File: src/rtl/mem_ctrl_pkg.sv
// Shared types and helpers for the data-memory access controller.
package mem_ctrl_pkg;

    // Request opcodes as presented on req_op; 6 and 7 are reserved and answered with an error.
    typedef enum logic [2:0] {
        OP_LB   = 3'd0,
        OP_LNL  = 3'd1,
        OP_LNH  = 3'd2,
        OP_SB   = 3'd3,
        OP_SNL  = 3'd4,
        OP_SNH  = 3'd5,
        OP_RSV6 = 3'd6,
        OP_RSV7 = 3'd7
    } op_e;

    // Controller FSM states.
    typedef enum logic [2:0] {
        ST_IDLE   = 3'd0,
        ST_RD     = 3'd1,
        ST_WR     = 3'd2,
        ST_RMW_RD = 3'd3,
        ST_RMW_WR = 3'd4,
        ST_RESP   = 3'd5
    } state_e;

    // mem_sel encodings; the value 3 is never driven.
    localparam logic [1:0] SEL_BYTE = 2'd0;
    localparam logic [1:0] SEL_LO   = 2'd1;
    localparam logic [1:0] SEL_HI   = 2'd2;

    // Replace one nibble of the old byte with wdata[3:0].
    function automatic logic [7:0] nibble_merge(input logic [7:0] old,
                                                input logic [7:0] wdata,
                                                input logic       hi);
        return hi ? {wdata[3:0], old[3:0]} : {old[7:4], wdata[3:0]};
    endfunction

    function automatic logic op_is_load(input op_e op);
        return (op == OP_LB) || (op == OP_LNL) || (op == OP_LNH);
    endfunction

    function automatic logic op_is_rsv(input op_e op);
        return (op == OP_RSV6) || (op == OP_RSV7);
    endfunction

    // The memory always returns the whole byte; nibble loads are extracted and
    // zero-extended here.
    function automatic logic [7:0] load_extract(input logic [7:0] rdata, input op_e op);
        logic [7:0] res;
        case (op)
            OP_LNL:  res = {4'h0, rdata[3:0]};
            OP_LNH:  res = {4'h0, rdata[7:4]};
            default: res = rdata;
        endcase
        return res;
    endfunction

endpackage

File: src/rtl/mem_access_ctrl_if.sv
// Bundles for the core-side request/response handshake and the memory-side bus.

// Core-side handshake: the core is master, the controller is slave.
interface mem_req_if #(parameter int ADDR_W = 8);
    logic              req_valid;
    logic              req_ready;
    logic [2:0]        req_op;
    logic [ADDR_W-1:0] req_addr;
    logic [7:0]        req_wdata;
    logic              resp_valid;
    logic [7:0]        resp_data;
    logic              resp_err;

    modport master (
        output req_valid, req_op, req_addr, req_wdata,
        input  req_ready, resp_valid, resp_data, resp_err
    );

    modport slave (
        input  req_valid, req_op, req_addr, req_wdata,
        output req_ready, resp_valid, resp_data, resp_err
    );
endinterface

// Memory-side bus: the controller is master, the data memory is slave.
interface mem_bus_if #(parameter int ADDR_W = 8);
    logic [ADDR_W-1:0] mem_addr;
    logic [7:0]        mem_wdata;
    logic [1:0]        mem_sel;
    logic              mem_write;
    logic              mem_read;
    logic [7:0]        mem_rdata;

    modport master (
        output mem_addr, mem_wdata, mem_sel, mem_write, mem_read,
        input  mem_rdata
    );

    modport slave (
        input  mem_addr, mem_wdata, mem_sel, mem_write, mem_read,
        output mem_rdata
    );
endinterface

File: src/rtl/mem_access_ctrl.sv
// Initiator for the 8-bit data memory: one load/store at a time, nibble stores
// as read-modify-write, saturating counters of completed loads and stores.
module mem_access_ctrl
    import mem_ctrl_pkg::*;
#(
    parameter int ADDR_W = 8,
    parameter int CNT_W  = 16
) (
    input  logic             clk,
    input  logic             reset,
    mem_req_if.slave         req,
    mem_bus_if.master        bus,
    output logic [CNT_W-1:0] ld_cnt,
    output logic [CNT_W-1:0] st_cnt
);

    state_e            state_q, state_d;
    logic [ADDR_W-1:0] addr_q, addr_d;
    logic [7:0]        wdata_q, wdata_d;
    logic [7:0]        data_q, data_d;
    op_e               op_q, op_d;
    logic              err_q, err_d;
    logic              accept;
    logic [1:0]        cnt_inc;

    // A request is taken only while idle.
    assign accept = (state_q == ST_IDLE) && req.req_valid;

    // State and datapath registers.
    always_ff @(posedge clk) begin
        if (reset) begin
            state_q <= ST_IDLE;
            addr_q  <= '0;
            wdata_q <= '0;
            data_q  <= '0;
            op_q    <= OP_LB;
            err_q   <= 1'b0;
        end else begin
            state_q <= state_d;
            addr_q  <= addr_d;
            wdata_q <= wdata_d;
            data_q  <= data_d;
            op_q    <= op_d;
            err_q   <= err_d;
        end
    end

    // Next-state decode.
    always_comb begin
        state_d = state_q;
        case (state_q)
            ST_IDLE: begin
                if (req.req_valid) begin
                    case (op_e'(req.req_op))
                        OP_LB, OP_LNL, OP_LNH: state_d = ST_RD;
                        OP_SB:                 state_d = ST_WR;
                        OP_SNL, OP_SNH:        state_d = ST_RMW_RD;
                        default:               state_d = ST_RESP;
                    endcase
                end
            end
            ST_RD:     state_d = ST_RESP;
            ST_WR:     state_d = ST_RESP;
            ST_RMW_RD: state_d = ST_RMW_WR;
            ST_RMW_WR: state_d = ST_RESP;
            ST_RESP:   state_d = ST_IDLE;
            default:   state_d = ST_IDLE;
        endcase
    end

    // Latch request fields on accept and capture read data at the end of each read state.
    always_comb begin
        addr_d  = addr_q;
        wdata_d = wdata_q;
        data_d  = data_q;
        op_d    = op_q;
        err_d   = err_q;
        if (accept) begin
            addr_d  = req.req_addr;
            wdata_d = req.req_wdata;
            op_d    = op_e'(req.req_op);
            err_d   = op_is_rsv(op_e'(req.req_op));
            data_d  = '0;
        end
        case (state_q)
            ST_RD:     data_d = load_extract(bus.mem_rdata, op_q);
            ST_RMW_RD: data_d = bus.mem_rdata;
            default:   ;
        endcase
    end

    // Moore outputs decoded from the state register.
    always_comb begin
        req.req_ready  = (state_q == ST_IDLE);
        req.resp_valid = (state_q == ST_RESP);
        req.resp_err   = (state_q == ST_RESP) && err_q;
        req.resp_data  = '0;
        if ((state_q == ST_RESP) && !err_q && op_is_load(op_q)) begin
            req.resp_data = data_q;
        end

        bus.mem_addr  = (state_q == ST_IDLE) ? '0 : addr_q;
        bus.mem_wdata = '0;
        bus.mem_sel   = SEL_BYTE;
        bus.mem_write = 1'b0;
        bus.mem_read  = 1'b0;
        case (state_q)
            ST_RD: begin
                bus.mem_read = 1'b1;
                case (op_q)
                    OP_LNL:  bus.mem_sel = SEL_LO;
                    OP_LNH:  bus.mem_sel = SEL_HI;
                    default: bus.mem_sel = SEL_BYTE;
                endcase
            end
            ST_WR: begin
                bus.mem_write = 1'b1;
                bus.mem_wdata = wdata_q;
            end
            ST_RMW_RD: begin
                bus.mem_read = 1'b1;
            end
            ST_RMW_WR: begin
                bus.mem_write = 1'b1;
                bus.mem_wdata = nibble_merge(data_q, wdata_q, op_q == OP_SNH);
            end
            default: ;
        endcase
    end

    // Index 0 counts loads, index 1 counts stores; errors count as neither.
    always_comb begin
        cnt_inc    = 2'b00;
        cnt_inc[0] = (state_q == ST_RESP) && !err_q && op_is_load(op_q);
        cnt_inc[1] = (state_q == ST_RESP) && !err_q && !op_is_load(op_q);
    end

    genvar gi;
    generate
        for (gi = 0; gi < 2; gi++) begin : g_cnt
            logic [CNT_W-1:0] cnt_q, cnt_d;

            // Saturating increment: holds at all-ones instead of wrapping.
            always_comb begin
                cnt_d = cnt_q;
                if (cnt_inc[gi] && (cnt_q != {CNT_W{1'b1}})) begin
                    cnt_d = cnt_q + 1'b1;
                end
            end

            // Counter register.
            always_ff @(posedge clk) begin
                if (reset) begin
                    cnt_q <= '0;
                end else begin
                    cnt_q <= cnt_d;
                end
            end
        end
    endgenerate

    assign ld_cnt = g_cnt[0].cnt_q;
    assign st_cnt = g_cnt[1].cnt_q;

endmodule

File: src/flat_wrapper.sv
// flat-port wrapper written by rule: the top's interface ports become plain ports
module mem_access_ctrl_flat import mem_ctrl_pkg::*;
#(
    parameter int ADDR_W = 8,
    parameter int CNT_W  = 16
)
  (clk, reset, ld_cnt, st_cnt, req_req_valid, req_req_op, req_req_addr, req_req_wdata, req_req_ready, req_resp_valid, req_resp_data, req_resp_err, bus_mem_addr, bus_mem_wdata, bus_mem_sel, bus_mem_write, bus_mem_read, bus_mem_rdata);
  mem_req_if #(.ADDR_W(ADDR_W)) req_i ();
  mem_bus_if #(.ADDR_W(ADDR_W)) bus_i ();
  input  logic clk;
  input  logic reset;
  output logic [CNT_W-1:0] ld_cnt;
  output logic [CNT_W-1:0] st_cnt;
  input wire logic [$bits(req_i.req_valid)-1:0] req_req_valid;
  input wire logic [$bits(req_i.req_op)-1:0] req_req_op;
  input wire logic [$bits(req_i.req_addr)-1:0] req_req_addr;
  input wire logic [$bits(req_i.req_wdata)-1:0] req_req_wdata;
  output wire logic [$bits(req_i.req_ready)-1:0] req_req_ready;
  output wire logic [$bits(req_i.resp_valid)-1:0] req_resp_valid;
  output wire logic [$bits(req_i.resp_data)-1:0] req_resp_data;
  output wire logic [$bits(req_i.resp_err)-1:0] req_resp_err;
  output wire logic [$bits(bus_i.mem_addr)-1:0] bus_mem_addr;
  output wire logic [$bits(bus_i.mem_wdata)-1:0] bus_mem_wdata;
  output wire logic [$bits(bus_i.mem_sel)-1:0] bus_mem_sel;
  output wire logic [$bits(bus_i.mem_write)-1:0] bus_mem_write;
  output wire logic [$bits(bus_i.mem_read)-1:0] bus_mem_read;
  input wire logic [$bits(bus_i.mem_rdata)-1:0] bus_mem_rdata;
  assign req_i.req_valid = req_req_valid;
  assign req_i.req_op = req_req_op;
  assign req_i.req_addr = req_req_addr;
  assign req_i.req_wdata = req_req_wdata;
  assign req_req_ready = req_i.req_ready;
  assign req_resp_valid = req_i.resp_valid;
  assign req_resp_data = req_i.resp_data;
  assign req_resp_err = req_i.resp_err;
  assign bus_mem_addr = bus_i.mem_addr;
  assign bus_mem_wdata = bus_i.mem_wdata;
  assign bus_mem_sel = bus_i.mem_sel;
  assign bus_mem_write = bus_i.mem_write;
  assign bus_mem_read = bus_i.mem_read;
  assign bus_i.mem_rdata = bus_mem_rdata;
  mem_access_ctrl #(.ADDR_W(ADDR_W), .CNT_W(CNT_W)) u_core (.clk(clk), .reset(reset), .req(req_i), .bus(bus_i), .ld_cnt(ld_cnt), .st_cnt(st_cnt));
endmodule
File: config.mk
export PLATFORM = sky130hd
export DESIGN_NAME = mem_access_ctrl_flat
export DESIGN_NICKNAME = d
export VERILOG_FILES = /design/src/rtl/mem_ctrl_pkg.sv /design/src/rtl/mem_access_ctrl_if.sv /design/src/rtl/mem_access_ctrl.sv /design/src/flat_wrapper.sv
export SDC_FILE = /design/constraint.sdc
export NUM_CORES = 1
export LEC_CHECK = 0
export ABC_AREA = 0
export CAP_MARGIN = 20
export CORE_MARGIN = 2
export CORE_UTILIZATION = 45
export CTS_BUF_LIST = sky130_fd_sc_hd__clkbuf_16
export CTS_CLUSTER_SIZE = 14
export DETAILED_ROUTE_END_ITERATION = 7
export DONT_BUFFER_PORTS = 1
export SYNTH_ARGS = -nofsm -noshare
export SYNTH_HDL_FRONTEND = slang
export SYNTH_SLANG_ARGS = --single-unit
export TNS_END_PERCENT = 1
File: constraint.sdc
create_clock -name clk -period 3.3 [get_ports clk]
set_clock_uncertainty 0.15 [all_clocks]
set_input_delay 0.66 -clock clk [delete_from_list [all_inputs] [get_ports clk]]
set_output_delay 0.66 -clock clk [all_outputs]
set_load 0.02 [all_outputs]
==> summary.txt, run 1 <==
Hold Crit Class -> in -> reg
Drt via density -> 5.83
Clk slew on worst S/H paths -> 50 ps
Post-route ant nets -> 0
Syn Area/Cell -> 8.18 sq um
Synth Instances -> 396
Port Buffers -> 0
CP Data Arrival Time -> 1960 ps
RR Endpoint -> u_core.ld_cnt[8]
Total power -> 1.99 mW
Area Growth Syn to Fin -> 11.0%
Post-CTS setup buffer count -> 0
GRT Total Usage -> 19.8%
Fin util -> 52.3%
M1 WL -> 3.44 mm
CTS tree -> built
Vias in the first global route -> 2,618
Vias post-DR -> 2,849
Final hold slack -> 251 ps
Reg2Reg Setup Slack -> 760 ps
Pre-CTS setup slack -> 791 ps
Max-Cap Viols -> 0
Final Max Tran Viols -> 0
Setup Crit Path Kind -> reg -> out
Final Hold Fails -> 0
Pwr/cell area -> 553 nW/um^2
Site row count -> 30
GRT overflow -> 0
Worst Slack Setup Final -> 532 ps
Detailed placer's ending HPWL -> 5.34 mm
Die H -> 88.8 um
Wire per inst -> 16.0 um
Antenna violations before repair -> 0
Post-synth EDFFs -> 0
Worst-path maximum fanout -> 17
Nets@finish -> 420
Syn_nets -> 428
Fmax -> 361 MHz
R2R cell count -> 4
Placement Cell Area -> 3280 sq um
Core ar. -> 6870 sq um
Worst Path Required -> 2490 ps
Ant diodes -> 0
Share of cells above drive strength 1 -> 10.2%
Layout Cells excl Fill -> 489
Clk root buf -> clkbuf_16
Final instance area -> 3600 sq um
Die area -> 7890 sq um
TritonCTS buffer count -> 9
Uppermost layer routed -> met4
Hold_buf cts -> 0
H-tree lvl count -> 3
Final Wtd Congestion -> 0.814
Setup tns final -> 0 ps
IO Pins -> 93
Die W -> 88.8 um
Seq/Total Area, Yosys -> 38.9%
Number of synthesis warnings -> 0
Setup Viol. Count Final -> 0
Yosys cell types -> 51
Clock period minus worst slack -> 2770 ps
Post-synthesis async set-or-reset flop share -> 0%
Outcome -> completed
Relative slew slack -> 45.5%
RSZ-0062 raised after global routing -> false
Clock tree buffer depth -> 2
Resized cells post-CTS -> 0
Largest net degree at the start of global routing -> 68
Startpoint Class -> register
Max IR drop VDD -> 0.282 mV
Clk_lat worst skew -> 320 ps
Worst-Margin Slew -> 816 ps
Post-Syn Area -> 3240 sq um
Dpl cells -> 473
Starting DRC count in detailed routing -> 131
WHS Path Cells -> 1
HP Start -> reset
Synthesized flop and latch total -> 63
Worst R2R Start -> u_core.state_q[2]
Clk sinks -> 63
First-pass GRT wire length -> 12.3 mm
Fin crit share -> 83.9%
Pre-Repair DR Iteration Count -> 5
DRC violations left -> 0
Critical Path End Type -> output pin
WL met3 -> 597 um
Main flop type after synthesis -> dfxtp_1
DRT Wirelength -> 7.82 mm
Hold Path Sink -> u_core.st_cnt[10]
Routed wire length on met2 -> 3.73 mm
Starting Density -> 47.2%
P_leak -> 1.18 nW
-- kinds of logic after synthesis --
group / Yosys count / share of synthesized area, %
mux: 13 / 4.33
compound gates: 97 / 18.5
simple gates: 190 / 32.6
fa+ha+maj: 3 / 1.08
xor+xnor: 1 / 0.270
buf+inv: 29 / 4.21
flops: 63 / 38.9
-- synth_stat cells (3+ instances only) --
cell type,number,area [sq um]
mux2i_1,5,50.1
nor4_1,5,31.3
a21oi_1,49,245
o21ai_0,12,60.1
a211oi_1,3,22.5
inv_1,6,22.5
buf_6,3,33.8
a22o_1,4,35.0
nand3_1,19,95.1
nand2_1,62,233
and4_1,5,43.8
or4_1,17,128
buf_2,4,20.0
and3_1,9,56.3
or3_1,6,37.5
clkbuf_1,15,56.3
a22oi_1,4,30.0
nor3_1,5,25.0
nand4_1,8,50.1
o31ai_1,16,120
dfxtp_1,63,1260
and2_1,5,31.3
mux2_2,8,90.1
nor2_1,17,63.8
nand2b_1,3,18.8
nor2b_1,12,75.1
-- cells in the final DEF, fill, tap and decap left out, drive strengths merged, types with 7 or more instances in the layout --
master	count
nor2	17
o31ai	16
or4	17
mux2	8
a21oi	50
nor4	7
nor2b	12
nand4	10
o21ai	12
and3	9
dfxtp	63
clkbuf	9
nand2	64
nand3	19
-- worst max-delay path, stage by stage (launching register included) --
cell and delay (ps):
dfxtp_1 500, and4bb_1 730, and3_1 400
-- cell type report --
class                           count  area, sq um
Fill cell                         656         3270
Multi-Input combinational cell    304         1850
Sequential cell                    63         1260
Clock buffer                        9          225
Tap cell                           96          120
Clock inverter                      7         87.6
Inverter                            7         26.3
Timing Repair Buffer                3         22.5
-- sequential cells by signal, summed over array words and instances, names as in the netlist --
register        count
u_core.addr_q       8
u_core.wdata_q      8
u_core.err_q        1
u_core.ld_cnt      16
u_core.op_q         3
u_core.data_q       8
u_core.state_q      3
u_core.st_cnt      16
-- power by group --
part / leakage [nW] / internal [mW] / switching (mW) / total, mW
Combinational: 0.523 / 0.0569 / 0.117 / 0.174
Clock: 0.147 / 0.653 / 0.332 / 0.986
Sequential: 0.511 / 0.793 / 0.0338 / 0.827
Total: 1.18 / 1.50 / 0.483 / 1.99
-- worst max-delay path by stage --
stage | cells after the start | slack [ps] | to | from
6_report | 2 | 530 | req_resp_data[4] | u_core.state_q[2]
5_1_grt | 4 | 320 | bus_mem_wdata[1] | u_core.state_q[1]
4_1_cts | 4 | 530 | bus_mem_wdata[0] | u_core.state_q[1]
3_5_place_dp | 4 | 790 | u_core.ld_cnt[10] | u_core.state_q[2]
3_3_place_gp | 4 | 890 | u_core.ld_cnt[10] | u_core.state_q[2]
2_1_floorplan | 4 | 1040 | bus_mem_wdata[4] | u_core.op_q[0]
-- metal layers --
layer	vias up	global-route usage [%]
li1	1445	-
met1	1307	24.9
met2	91	31.9
met3	6	7.18
met4	0	6.20
met5	-	0
No activity file was read; power rests on OpenSTA's default activity.
==> run 2: changes to the inputs <==
clock period = 2.6 ns   (was 3.3 ns; I/O delays follow)
==> summary.txt, run 2 (synthesis gave the netlist of run 1 again) <==
Largest net degree at the start of global routing -> 68 (unchanged)
Critical Path End Type -> output pin
Post-route ant nets -> 0 (unchanged)
Footprint of the multi-input gates -> 1860 sq um (+0.13%)
HP Start -> reset
Clk sinks -> 63 (unchanged)
Core ar. -> 6870 sq um (unchanged)
Filler cell count -> 642 (-2.1%)
Port Buffers -> 0 (unchanged)
IO Pins -> 93 (unchanged)
Fmax -> 411 MHz
Total power -> 2.70 mW (+36%)
GRT overflow -> 0 (unchanged)
Clock tree buffer depth -> 2 (unchanged)
Fin util -> 54.6% (+2.2 points)
Final Max Tran Viols -> 0 (unchanged)
Worst R2R Start -> u_core.st_cnt[2]
Vias post-DR -> 2,930 (+2.8%)
Layout Cells excl Fill -> 503 (+2.9%)
Register area -> 1260 sq um (unchanged)
Worst Path Required -> 1930 ps (-560 ps)
Starting Density -> 47.2% (unchanged)
Clk_lat worst skew -> 330 ps (about the same)
Origin of the worst setup path -> u_core.op_q[0]
Detailed placer's ending HPWL -> 5.42 mm (+1.5%)
Pre-Repair DR Iteration Count -> 5 (unchanged)
Worst-Margin Slew -> 659 ps (-156 ps)
Die H -> 88.8 um (unchanged)
Vias in the first global route -> 2,651 (+1.3%)
Outcome -> completed
RSZ-0062 raised after global routing -> false
Setup tns final -> 0 ps (unchanged)
Hold_buf cts -> 0 (unchanged)
H-tree lvl count -> 3 (unchanged)
Pwr/cell area -> 720 nW/um^2 (+30%)
Ant diodes -> 0 (unchanged)
Clock period minus worst slack -> 2430 ps
Final Hold Fails -> 0 (unchanged)
Starting DRC count in detailed routing -> 172 (+31%)
P_leak -> 1.27 nW (+7.9%)
Site row count -> 30 (unchanged)
Worst Slack Setup Final -> 166 ps (-365 ps)
Die W -> 88.8 um (unchanged)
Clk slew on worst S/H paths -> 60 ps (about the same)
CP Data Arrival Time -> 1760 ps (-200 ps)
R2R cell count -> 4 (unchanged)
Max-Cap Viols -> 0 (unchanged)
Dpl cells -> 487 (+3.0%)
DRT Wirelength -> 7.91 mm (+1.1%)
DRC violations left -> 0 (unchanged)
Most common library cell in the layout ignoring fill and taps -> dfxtp_1
Reg2Reg Setup Slack -> 340 ps (-420 ps)
Post-CTS setup buffer count -> 0 (unchanged)
Drt via density -> 5.83 (about the same)
Worst-path maximum fanout -> 7 (-10)
First-pass GRT wire length -> 12.7 mm (+2.9%)
Setup Crit Path Kind -> reg -> out
Share of cells above drive strength 1 -> 13.8% (+3.6 points)
Clk root buf -> clkbuf_16
Final Wtd Congestion -> 0.814 (about the same)
Relative slew slack -> 55.6% (+10 points)
Nets@finish -> 434 (+3.3%)
Area Growth Syn to Fin -> 15.7%
Setup Viol. Count Final -> 0 (unchanged)
Antenna violations before repair -> 0 (unchanged)
Startpoint Class -> register
GRT Total Usage -> 20.6% (+0.76 points)
CTS tree -> built
Die area -> 7890 sq um (unchanged)
TritonCTS buffer count -> 9 (unchanged)
WHS Path Cells -> 1 (unchanged)
Wire per inst -> 15.7 um (-1.7%)
Pre-CTS setup slack -> 351 ps (-439 ps)
Resized cells post-CTS -> 0 (unchanged)
Commonest cells after routing, fill and taps aside -> dfxtp_1 (63), nand2_1 (62), a21oi_1 (49)
Fin crit share -> 93.6%
Hold Crit Class -> in -> reg
Max IR drop VDD -> 0.386 mV (+37%)
run 2: path summary, 6_finish.rpt:
check | endpoint
setup / recovery | bus_mem_wdata[0]
hold / removal | u_core.st_cnt[9]
setup reg to reg | u_core.st_cnt[12]
hold reg to reg | u_core.addr_q[7]
run 2: stage by stage:
| stage | area [sq um] | hold WS [ps] |
|---|---|---|
| 6_report | 3750 | 109 |
| 5_1_grt | 3750 | 90.2 |
| 4_1_cts | 3740 | 97.8 |
| 3_5_place_dp | 3400 | 286 |
| 3_3_place_gp | 3400 | 282 |
| 2_1_floorplan | 3240 | 282 |
run 2: cell type report:
cell class	instances	area share [%]
clock inverters	7	3.17
flip-flops and latches	63	33.7
clock buffers	9	6.01
multi-input cells	304	49.5
repair buffers	17	3.74
inverters	7	0.701
well taps	96	3.21
run 2: metal layers:
metal	vias up	track usage [%]	share of wire (%)
li1	1473	-	-
met1	1358	26.4	44
met2	91	31.5	46
met3	8	7.93	8.0
met4	0	7.44	1.0
met5	-	0	0
run 2: power by group:
| part | internal, mW | switching, mW |
|---|---|---|
| logic | 0.0935 | 0.162 |
| clock network | 0.940 | 0.464 |
| registers | 1.01 | 0.0338 |
run 2: worst max-delay path, cell delays in order, from the launching register on:
cell      delay (ps)
dfxtp_1          490
nand3b_1         330
nand3_1          200
nand2_1          120
a22o_1           290
